==> src/rtl/uart_rx_if.sv <==
// Word-side bundle of the UART receiver: serial line, bit-rate divider and the
// valid/ready handshake with its error flags.
interface uart_rx_if #(parameter int DATA_WIDTH = 8);
  logic                  rx;
  logic [15:0]           baud_div;
  logic [DATA_WIDTH-1:0] rx_data;
  logic                  rx_valid;
  logic                  rx_ready;
  logic                  parity_err;
  logic                  frame_err;
  logic                  overrun_err;
  logic                  busy;

  modport master (
    output rx, baud_div, rx_ready,
    input  rx_data, rx_valid, parity_err, frame_err, overrun_err, busy
  );

  modport slave (
    input  rx, baud_div, rx_ready,
    output rx_data, rx_valid, parity_err, frame_err, overrun_err, busy
  );
endinterface

==> src/rtl/uart_rx_core.sv <==
// UART receiver: synchronises rx, samples each bit at its oversampled midpoint,
// checks parity/stop bits and presents each word on a valid/ready handshake.
//
// state   | meaning
// IDLE    | line idle, waiting for a low level
// START   | start bit seen, confirm it is still low at its midpoint
// DATA    | shifting in data bits, LSB first
// PARITY  | sampling the parity bit
// STOP    | sampling STOP_BITS stop bits
// DELIVER | one cycle: hand the word over or flag an overrun
// BREAK   | line held low after a frame, wait for it to go high
module uart_rx_core #(
  parameter int DATA_WIDTH = 8,
  parameter int OVERSAMPLE = 16,
  parameter int PARITY_EN  = 0,
  parameter int PARITY_ODD = 0,
  parameter int STOP_BITS  = 1
) (
  input logic      clk,
  input logic      reset,
  uart_rx_if.slave bus
);
  localparam int              SW        = $clog2(OVERSAMPLE);
  localparam logic [SW-1:0]   SMP_MID   = SW'(OVERSAMPLE / 2 - 1);
  localparam logic [SW-1:0]   SMP_LAST  = SW'(OVERSAMPLE - 1);
  localparam logic [2:0]      DATA_LAST = 3'(DATA_WIDTH - 1);
  localparam logic [2:0]      STOP_LAST = 3'(STOP_BITS - 1);
  localparam logic            PODD      = (PARITY_ODD != 0);

  typedef enum logic [2:0] {IDLE, START, DATA, PARITY, STOP, DELIVER, BREAK} state_t;

  state_t                state;
  logic                  sync1, rxs;
  logic [15:0]           div_lim, tick_cnt;
  logic [SW-1:0]         smp_cnt;
  logic [2:0]            bit_idx;
  logic [DATA_WIDTH-1:0] shreg, data_q;
  logic                  par_acc, parity_err_n, frame_err_n;
  logic                  valid_q, perr_q, ferr_q, ovr_q, busy_q;
  logic                  tick, mid;

  assign tick = (tick_cnt == div_lim);
  assign mid  = tick && (smp_cnt == SMP_MID);

  assign bus.rx_data     = data_q;
  assign bus.rx_valid    = valid_q;
  assign bus.parity_err  = perr_q;
  assign bus.frame_err   = ferr_q;
  assign bus.overrun_err = ovr_q;
  assign bus.busy        = busy_q;

  always_ff @(posedge clk or posedge reset) begin
    if (reset) begin
      sync1 <= 1'b1;
      rxs   <= 1'b1;
    end else begin
      sync1 <= bus.rx;
      rxs   <= sync1;
    end
  end

  always_ff @(posedge clk or posedge reset) begin
    if (reset) begin
      state        <= IDLE;
      div_lim      <= '0;
      tick_cnt     <= '0;
      smp_cnt      <= '0;
      bit_idx      <= '0;
      shreg        <= '0;
      par_acc      <= 1'b0;
      parity_err_n <= 1'b0;
      frame_err_n  <= 1'b0;
      data_q       <= '0;
      valid_q      <= 1'b0;
      perr_q       <= 1'b0;
      ferr_q       <= 1'b0;
      ovr_q        <= 1'b0;
      busy_q       <= 1'b0;
    end else begin
      ovr_q <= 1'b0;
      if (valid_q && bus.rx_ready) valid_q <= 1'b0;

      if (state != IDLE) begin
        if (tick) begin
          tick_cnt <= '0;
          smp_cnt  <= (smp_cnt == SMP_LAST) ? '0 : smp_cnt + 1'b1;
        end else begin
          tick_cnt <= tick_cnt + 16'd1;
        end
      end

      case (state)
        IDLE: begin
          div_lim  <= (bus.baud_div == 16'd0) ? 16'd0 : bus.baud_div - 16'd1;
          tick_cnt <= '0;
          smp_cnt  <= '0;
          if (!rxs) begin
            state        <= START;
            busy_q       <= 1'b1;
            par_acc      <= 1'b0;
            parity_err_n <= 1'b0;
            frame_err_n  <= 1'b0;
          end
        end
        START: if (mid) begin
          if (rxs) begin
            state  <= IDLE;
            busy_q <= 1'b0;
          end else begin
            state   <= DATA;
            bit_idx <= '0;
          end
        end
        DATA: if (mid) begin
          shreg   <= {rxs, shreg[DATA_WIDTH-1:1]};
          par_acc <= par_acc ^ rxs;
          if (bit_idx == DATA_LAST) begin
            bit_idx <= '0;
            state   <= (PARITY_EN != 0) ? PARITY : STOP;
          end else begin
            bit_idx <= bit_idx + 3'd1;
          end
        end
        PARITY: if (mid) begin
          parity_err_n <= par_acc ^ rxs ^ PODD;
          state        <= STOP;
        end
        STOP: if (mid) begin
          if (!rxs) frame_err_n <= 1'b1;
          if (bit_idx == STOP_LAST) state <= DELIVER;
          else bit_idx <= bit_idx + 3'd1;
        end
        DELIVER: begin
          // a word still waiting without acceptance wins; the new one is dropped
          if (!valid_q || bus.rx_ready) begin
            data_q  <= shreg;
            perr_q  <= parity_err_n;
            ferr_q  <= frame_err_n;
            valid_q <= 1'b1;
          end else begin
            ovr_q <= 1'b1;
          end
          state  <= rxs ? IDLE : BREAK;
          busy_q <= ~rxs;
        end
        BREAK: if (rxs) begin
          state  <= IDLE;
          busy_q <= 1'b0;
        end
        default: begin
          state  <= IDLE;
          busy_q <= 1'b0;
        end
      endcase
    end
  end
endmodule

==> src/flat_wrapper.sv <==
// flat-port wrapper written by rule: the top's interface ports become plain ports
module uart_rx_core_flat 
#(
  parameter int DATA_WIDTH = 8,
  parameter int OVERSAMPLE = 16,
  parameter int PARITY_EN  = 0,
  parameter int PARITY_ODD = 0,
  parameter int STOP_BITS  = 1
)
  (clk, reset, bus_rx, bus_baud_div, bus_rx_ready, bus_rx_data, bus_rx_valid, bus_parity_err, bus_frame_err, bus_overrun_err, bus_busy);
  uart_rx_if #(.DATA_WIDTH(DATA_WIDTH)) bus_i ();
  input logic clk;
  input logic reset;
  input wire logic [$bits(bus_i.rx)-1:0] bus_rx;
  input wire logic [$bits(bus_i.baud_div)-1:0] bus_baud_div;
  input wire logic [$bits(bus_i.rx_ready)-1:0] bus_rx_ready;
  output wire logic [$bits(bus_i.rx_data)-1:0] bus_rx_data;
  output wire logic [$bits(bus_i.rx_valid)-1:0] bus_rx_valid;
  output wire logic [$bits(bus_i.parity_err)-1:0] bus_parity_err;
  output wire logic [$bits(bus_i.frame_err)-1:0] bus_frame_err;
  output wire logic [$bits(bus_i.overrun_err)-1:0] bus_overrun_err;
  output wire logic [$bits(bus_i.busy)-1:0] bus_busy;
  assign bus_i.rx = bus_rx;
  assign bus_i.baud_div = bus_baud_div;
  assign bus_i.rx_ready = bus_rx_ready;
  assign bus_rx_data = bus_i.rx_data;
  assign bus_rx_valid = bus_i.rx_valid;
  assign bus_parity_err = bus_i.parity_err;
  assign bus_frame_err = bus_i.frame_err;
  assign bus_overrun_err = bus_i.overrun_err;
  assign bus_busy = bus_i.busy;
  uart_rx_core #(.DATA_WIDTH(DATA_WIDTH), .OVERSAMPLE(OVERSAMPLE), .PARITY_EN(PARITY_EN), .PARITY_ODD(PARITY_ODD), .STOP_BITS(STOP_BITS)) u_core (.clk(clk), .reset(reset), .bus(bus_i));
endmodule
==> config.mk <==
export PLATFORM = sky130hd
export DESIGN_NAME = uart_rx_core_flat
export DESIGN_NICKNAME = d
export VERILOG_FILES = /design/src/rtl/uart_rx_if.sv /design/src/rtl/uart_rx_core.sv /design/src/flat_wrapper.sv
export SDC_FILE = /design/constraint.sdc
export NUM_CORES = 1
export LEC_CHECK = 0
export BUFFER_PORTS_ARGS = -buffer_cell sky130_fd_sc_hd__buf_2
export CORE_ASPECT_RATIO = 0.9
export CORE_MARGIN = 2
export CORE_UTILIZATION = 40
export CTS_BUF_LIST = sky130_fd_sc_hd__clkbuf_4 sky130_fd_sc_hd__clkbuf_8
export DETAILED_ROUTE_END_ITERATION = 7
export GPL_TIMING_DRIVEN = 0
export PLACE_DENSITY = 0.65
export SETUP_SLACK_MARGIN = 0.5
export SYNTH_ARGS = -nofsm -noshare
export SYNTH_HDL_FRONTEND = slang
export SYNTH_SLANG_ARGS = --single-unit
==> constraint.sdc <==
create_clock -name clk -period 2.57 [get_ports clk]
set_input_delay 0.771 -clock clk [delete_from_list [all_inputs] [get_ports clk]]
set_output_delay 0.771 -clock clk [all_outputs]
set_load 0.02 [all_outputs]
* After elaboration in Yosys (flattened, before gate mapping) *
Index checks and enable logic that the tools add are counted.

operators by class
  add/subtract/negate cells = 4
  equal/unequal tests = 21
  mux-type cells = 41
  bitwise operators = 3
  reductions and logical operators = 24

operators by type and width
  cell                                                                  count
  16-bit 2-to-1 mux                                                     4
  3-bit 2-to-1 mux                                                      15
  3-bit one-hot mux with 7 select lines                                 1
  16-bit by 1-bit adder with 16-bit output, second input constant       1
  16-bit == test                                                        1
  16-bit zero test                                                      1
  4-bit 2-to-1 mux                                                      4
  16-bit by 1-bit subtractor with 16-bit output, second input constant  1
  2-bit by 1-bit != test with 1-bit output, second input constant       7
  3-bit == test, second input constant                                  4
  1-bit 2-to-1 mux                                                      11
  2-bit nonzero test                                                    5
  3-bit one-hot mux with 3 select lines                                 1
  3-bit AND reduction                                                   3
  2-bit != test, second input constant                                  4
  8-bit AND reduction                                                   1
  3-bit by 2-bit == test with 1-bit output, second input constant       2
  3-bit zero test                                                       2
  1-bit one-hot mux with 2 select lines                                 3
  2-bit AND reduction                                                   3
  6-bit AND reduction                                                   1
  3-bit nonzero test                                                    2
  1-bit one-hot mux with 5 select lines                                 1
  4-bit by 1-bit adder with 4-bit output, second input constant         1
  12 further kinds                                                      14

word-level totals
  bits in registers = 68
  input bits = 20
  output and inout bits = 13
  logic and storage cells = 110

* Longest topological paths before layout *
Gate-level depths: netlist of the first run.

  depth after elaboration = 5
  mapped depth = 7
  mapped depth without buffers = 7

* Least setup slack after synthesis of the first run *
OpenSTA, ideal clock, no wires.

  path type = input-to-reg
  from = in bus_baud_div[5]
  to = reg u_core.div_lim[12]
  library setup time = 78 ps
  data arrival time = 2279 ps
  required time = 2492 ps
  path slack = 213 ps
  cell stages on the path = 5
  buffers on the path = 0
  cells stage by stage = or4_1 > or3_1 > or3_1 > xor2_1 > o21ai_1

between the ends
  word-level cells in the longest chain between the ends = 2
  elaborated cells on any way between the ends = 3
  those cells by class = 1 x add/sub; 1 x mux; 1 x reduce/logical

RTL lines
  what                                                                               RTL line            source
  start: declaration                                                                 flat_wrapper.sv:15  input wire logic [$bits(bus_i.baud_div)-1:0] bus_baud_div;
  16-bit by 1-bit subtractor with 16-bit output or 16-bit zero test (tied branches)  uart_rx_core.sv:94  div_lim <= (bus.baud_div == 16'd0) ? 16'd0 : bus.baud_div - 16'd1;
  16-bit 2-to-1 mux (*)                                                              uart_rx_core.sv:94
  end signal: assignment                                                             uart_rx_core.sv:94
  end: declaration                                                                   uart_rx_core.sv:34  logic [15:0] div_lim, tick_cnt;

Mark *: on every way between the ends. The rest lies on a longest branch, timed or not.
A chain may end at the register's enable or synchronous reset.

* Final worst setup path of the first run *
Same ends and word-level chain as after synthesis.

==> flow_summary.toml, run 1 <==
[setup_path]
path_buf_inv = 1
max_stage_delay_ns = 0.54
crit_family = "simple AND/OR/NAND/NOR gates"
worst_r2r_path_depth = 7
path_cells = "buf_2, or4_4, or3_4, or3_1, xor2_1, o21ai_1"
worstPathRequired_ns = 2.81
worstSetupStartpointType = "input port"
rr_endpoint = "u_core.shreg[6]$_DFFE_PP0P_"
r2r_start = "u_core.tick_cnt[9]$_DFF_PP0_"
rrSetupSlack_ns = 0.50
critPathArrivalTime_ns = 2.38
critPathKind = "input port to register"
crit_start = "bus_baud_div[5]"
crit_slowest_cell = "or4_4"
worstPathMaxFanout = 3
crit_path_end_kind = "register"

[placed_design]
pre_cts_slack_ns = 0.0249
gp_congestion = 0.824
place_area_um2 = 3800
portBuffers = 32
hpwlAfterDp_um = 5080

[yosys]
synth_flop_cell = "dfrtp_1"
ys_ff_latch = 68
yosysWarnings = 0
yosys.area.top_type_share = 0.481
synth.largest_area_cell = "dfrtp_1"
syn_nets = 371
netlist_instances = 344
syn_avg_cell_area_um2 = 9.98
synthTopCellsByArea = "dfrtp_1 (48%), xor2_1 (7.7%), mux2_2 (5.9%), nand2_1 (4.6%), nor2_1 (3.5%)"
synthArstFlopShare = 1.00
yosysSeqAreaShare = 0.496
synth_area_um2 = 3430
yosysUniqueCellTypes = 42
synth-edff-count = 0

[floorplan]
fp-row-count = 32
fp.dieW_um = 102
dieArea_um2 = 9340
die_y_um = 91.9
core_um2 = 8450
start_util = 0.407
pin_count = 33

[cts]
clk_path_buf_depth = 2
cts_hold_buf = 0
cts_tree = "built"
clk_pin_slew_ns = 0.08
htreeDepth = 3
cts_sinks = 68
cts_root_buf = "clkbuf_8"
clk_latency_ns = 0.35
cts_made_buffers = 9

[sta]
drv_slew = 0
relSlewSlack = 0.610
rsz0062_at_grt = "true"
setup_viol = 0
max_freq_mhz = 468
fin_ws_ns = 0.431
finalHoldViolCount = 0
fin_crit_sh = 0.832
worstMarginPinSlew_ns = 0.582
fin_skew_ns = 0.0121
tns_ns = 0
period_minus_slack_ns = 2.14

[hold_path]
hold_class = "register to register"
hold_path_depth = 0
hp-start = "u_core.sync1$_DFF_PP1_"
holdPathEnd = "u_core.rxs$_DFF_PP1_"

[global_routing]
grt.total_usage = 0.171
grt_pass1_vias = 2627
antenna_found_initial = 0
grt_max_degree = 25
grt_first_pass_wirelength_um = 12500
grt_overflow = 0

[route]
vias_per_cell = 5.06
first_pass_iters = 4
antenna_left = 0
drc = 0
drtIter0Drc = 221
wl_per_cell_um = 13.7
vias = 2632
routed_wl_um = 7120

[finish]
drive_gt1_frac = 0.249
antenna_cells = 0
finalInstanceArea_um2 = 4160
fin_nets = 423
postLayoutCoreUtil = 0.492
syn_to_final_growth_pct = 21.0

[run]
maxCapViolCount = 0

[run_status]
status = "finished clean"

[power_and_ir_drop]
ir_worst_vdd_mv = 0.448
p_leak_nw = 1.95
p_total_w = 0.00224
cellPowerDensity_nw_per_um2 = 540
## final cells by class
cell class | instances | area [µm²]
Buffer | 11 | 51.3
Clock inverter | 7 | 81.3
Inverter | 14 | 56.3
Tap cell | 119 | 149
Sequential cell | 68 | 1710
Fill cell | 769 | 4290
Multi-Input combinational cell | 251 | 1720
Timing Repair Buffer | 41 | 268
Clock buffer | 9 | 124
## where the power goes
part	switching (W)	total [W]	internal (W)	leakage, nW
Sequential	0.0000578	0.00117	0.00112	0.884
Clock	0.000439	0.000900	0.000461	0.101
Combinational	0.0000906	0.000169	0.0000789	0.962
Total	0.000588	0.00224	0.00166	1.95
## worst reg2reg max path: stages (launching register included)
cell	delay (ns)
dfrtp_2	0.44
xor2_1	0.16
nor4_2	0.36
nand4_1	0.17
buf_6	0.17
nor4_4	0.14
buf_6	0.20
mux2_4	0.31
## how the worst max path moves through the flow
stage	depth (start not counted)	slack, ns	to
2_1_floorplan	5	0.25	u_core.div_lim[12]$_DFFE_PP0N_
3_3_place_gp	7	0.03	u_core.div_lim[7]$_DFFE_PP0N_
3_5_place_dp	7	0.02	u_core.div_lim[7]$_DFFE_PP0N_
4_1_cts	6	0.43	u_core.div_lim[12]$_DFFE_PP0N_
5_1_grt	6	0.38	u_core.div_lim[12]$_DFFE_PP0N_
6_report	6	0.43	u_core.div_lim[12]$_DFFE_PP0N_
## cells by family after synthesis
kind of cell	share of synthesized area
AND/OR/NAND/NOR	0.194
flip-flops	0.496
AO/OA/AOI/OAI	0.0823
XOR/XNOR	0.110
buffers and inverters	0.0273
multiplexers	0.0648
adder cells (fa/ha/maj)	0.0255
## flip-flops by register name (all words and copies together), names as in the netlist, 3 cells and up
signal / cells
u_core.bus.rx_data: 8
u_core.bit_idx: 3
u_core.tick_cnt: 16
u_core.shreg: 8
u_core.div_lim: 16
u_core.smp_cnt: 4
u_core.state: 3
## timing repair
item | 4_1_cts | 5_1_grt
cloned | 0 | 0
resized for setup | 18 | 17
setup buffers | 5 | 2
pin swaps | 6 | 5
setup endpoints to repair | 53 | 37
## cell usage after synthesis (2+ instances only)
cell      instances
o22ai_1           2
and2_1            4
nor2_1           32
o211ai_1          3
o21ai_0          23
nand2b_1          2
dfstp_2           2
nand2_1          42
nor4_1            8
a21oi_1           6
or3_1             6
mux2_2           18
and3_1            5
nand3_1           8
dfrtp_1          66
nor2b_1           3
xor2_1           30
xnor2_1          13
ha_1              7
o31ai_1           2
nor3_1            8
nand4_1           4
inv_1            14
mux2i_1           2
clkbuf_1         11
a31oi_1           2
and4_1            2
or4_1             5
## layout by cell type, fill, tap and decap left out, types with 5 or more instances in the layout
master / synthesis / routed
dfrtp_1: 66 / 63
nand2_1: 42 / 41
buf_2: 0 / 33
nor2_1: 32 / 31
xor2_1: 30 / 30
o21ai_0: 23 / 23
inv_1: 14 / 13
xnor2_1: 13 / 13
mux2_2: 18 / 10
clkbuf_8: 0 / 9
mux2_4: 0 / 8
nand3_1: 8 / 8
ha_1: 7 / 7
nor3_1: 8 / 6
a21oi_1: 6 / 6
clkbuf_1: 11 / 5
and3_1: 5 / 5
or3_1: 6 / 5
buf_4: 0 / 5
## per-layer routing
layer	vias to the layer above	wire, µm	track usage
li1	1302	-	-
met3	4	227	0.0282
met2	50	3390	0.252
met1	1276	3460	0.248
met5	-	0	0
met4	0	36	0.0709
## through the flow
step | hold slack, ns | instances
final | 0.360 | 520
after global routing | 0.365 | 520
after CTS | 0.362 | 518
after detailed placement | 0.347 | 497
after global placement | 0.347 | 495
after floorplan | 0.345 | 344
Power figures use the tool's default switching activity.
==> run 2, diff against run 1 <==
ABC_AREA = 1   (was not set)
clock period = 1.9 ns   (was 2.57 ns; I/O delays follow)
==> flow_summary.toml, run 2 <==
[run_status]
status = "finished clean"

[finish]
postLayoutCoreUtil = 0.598
regArea_um2 = 1710
drive_gt1_frac = 0.436
multi_input_area_um2 = 2100
reg.largest.list = "u_core.div_lim (16), u_core.tick_cnt (16)"
final_cell_mix = "nand2_1 (98), dfrtp_1 (60), inv_1 (51), buf_4 (49), nor2_1 (30)"
antenna_cells = 0
mostFrequentLayoutCell = "nand2_1"
fillers = 755
fin_nets = 586
syn_to_final_growth_pct = 47.6

[setup_path]
cpMostUsedCell = "nand2_1"
rr_endpoint = "u_core.smp_cnt[1]$_DFFE_PP0P_"
max_stage_delay_ns = 0.46
path_cells = "nand2_1, nand2_1, nor2_1, nand2_2, nor2_4, buf_6, buf_6, nand2_8, nand2_8, buf_8, nand3_2, nand2_1"
crit_start = "u_core.tick_cnt[8]$_DFF_PP0_"
critPathArrivalTime_ns = 2.01
crit_slowest_cell = "dfrtp_2"
rrSetupSlack_ns = 0.19
worstPathMaxFanout = 6
worstSetupStartpointType = "register"
crit_path_end_kind = "register"
worst_r2r_path_depth = 12
worstPathRequired_ns = 2.20
r2r_start = "u_core.tick_cnt[8]$_DFF_PP0_"
critPathKind = "register to register"

[cts]
clk_latency_ns = 0.35
cts_made_buffers = 9
clk_pin_slew_ns = 0.08
cts_hold_buf = 0
cts_tree = "built"
clk_path_buf_depth = 2
cts_sinks = 68
htreeDepth = 3
cts_root_buf = "clkbuf_8"

[sta]
fin_crit_sh = 0.901
period_minus_slack_ns = 1.71
max_freq_mhz = 584
setup_viol = 0
rsz0062_at_grt = "true"
timing.hold.ws_ns = 0.281
worstMarginPinSlew_ns = 0.613
relSlewSlack = 0.591
finalHoldViolCount = 0
drv_slew = 0
fin_skew_ns = 0.0104

[floorplan]
die_y_um = 94.6
fp.dieW_um = 105
pin_count = 33
fp-row-count = 33
start_util = 0.405
dieArea_um2 = 9900
core_um2 = 9000

[route]
drc = 0
wl_per_cell_um = 13.2
antenna_left = 0
vias_per_cell = 4.78
vias = 3278
routed_wl_um = 9050
first_pass_iters = 4
drtIter0Drc = 159

[yosys]
ys_ff_latch = 68
synth-edff-count = 0
synthMostInstantiatedCell = "nand2_1"
syn_nets = 484
yosysWarnings = 0
synthArstFlopShare = 1.00
yosysSeqAreaShare = 0.467
synthTopCellsByArea = "dfrtp_1 (45%), nand2_1 (12%), inv_1 (6.7%), nor2_1 (4.2%), ha_1 (2.4%)"
yosys.area.top_type_share = 0.453
synth_flop_cell = "dfrtp_1"
syn_avg_cell_area_um2 = 7.98
yosysUniqueCellTypes = 37
synth_area_um2 = 3650
netlist_instances = 457
synth.largest_area_cell = "dfrtp_1"
synth_common_cells = "nand2_1 (116), dfrtp_1 (66), inv_1 (65)"

[run]
maxCapViolCount = 0

[hold_path]
hold_class = "input port to async pin"

[power_and_ir_drop]
p_leak_nw = 2.49
ir_worst_vdd_mv = 0.358
p_total_w = 0.00354
cellPowerDensity_nw_per_um2 = 657

[global_routing]
antenna_found_initial = 0
grt_max_degree = 43
grt_overflow = 0
grt_first_pass_wirelength_um = 14100
grt_pass1_vias = 3081
grt.total_usage = 0.179

[placed_design]
portBuffers = 32
hpwlAfterDp_um = 5520
gp_congestion = 0.873
-- run 2: critical path: cells and delay by family (launching register included) --
kind | cells | cell delay, ns
buffers and inverters | 3 | 0.36
flip-flops | 1 | 0.46
AND/OR/NAND/NOR | 9 | 0.82
-- run 2: kinds of logic after synthesis --
logic type,after synthesis,share of synthesized area
XOR/XNOR,14,0.0336
buffers and inverters,82,0.0892
AO/OA/AOI/OAI,75,0.124
multiplexers,2,0.00617
flip-flops,68,0.467
AND/OR/NAND/NOR,209,0.256
adder cells (fa/ha/maj),7,0.0240
-- run 2: worst max-delay path by stage --
stage,to,depth (start not counted)
after global placement,u_core.div_lim[14]$_DFFE_PP0N_,11
after detailed placement,u_core.div_lim[14]$_DFFE_PP0N_,11
final,u_core.smp_cnt[1]$_DFFE_PP0P_,12
after CTS,u_core.tick_cnt[12]$_DFF_PP0_,9
after global routing,u_core.tick_cnt[14]$_DFF_PP0_,9
after floorplan,u_core.div_lim[14]$_DFFE_PP0N_,10
-- run 2: layer usage --
layer,up-vias,global-route usage,share of wire
met2,53,0.290,0.49
met1,1549,0.234,0.45
met3,17,0.0345,0.033
met4,0,0.0822,0.022
li1,1659,-,-
met5,-,0,0
-- run 2: final cells by class --
class	count	area share
multi-input combinational	307	0.390
timing repair buffer	91	0.144
inverter	77	0.0609
clock buffer	10	0.0256
tap	122	0.0283
clock inverter	6	0.0207
sequential	68	0.318
buffer	5	0.0121
-- run 2: report_power, final --
group	internal (W)	leakage, nW	switching, W
logic	0.000213	1.49	0.000266
clock network	0.000907	0.122	0.000570
registers	0.00151	0.879	0.0000682
-- run 2: repair_timing --
item,in CTS,in global routing
gates cloned,1,2
endpoints found under the setup margin,77,76
pin swaps,23,39
buffers inserted,29,26
gates resized for setup,78,93
-- run 2: per-stage QoR --
stage	worst slack (ns)	setup TNS [ns]	area, µm²	cells
5_1_grt	0.0723	0	5390	686
4_1_cts	0.242	0	4810	658
3_5_place_dp	-0.0189	-0.0189	4090	612
6_report	0.187	0	5390	686
3_3_place_gp	-0.0150	-0.0150	4070	611
2_1_floorplan	0.265	0	3760	457
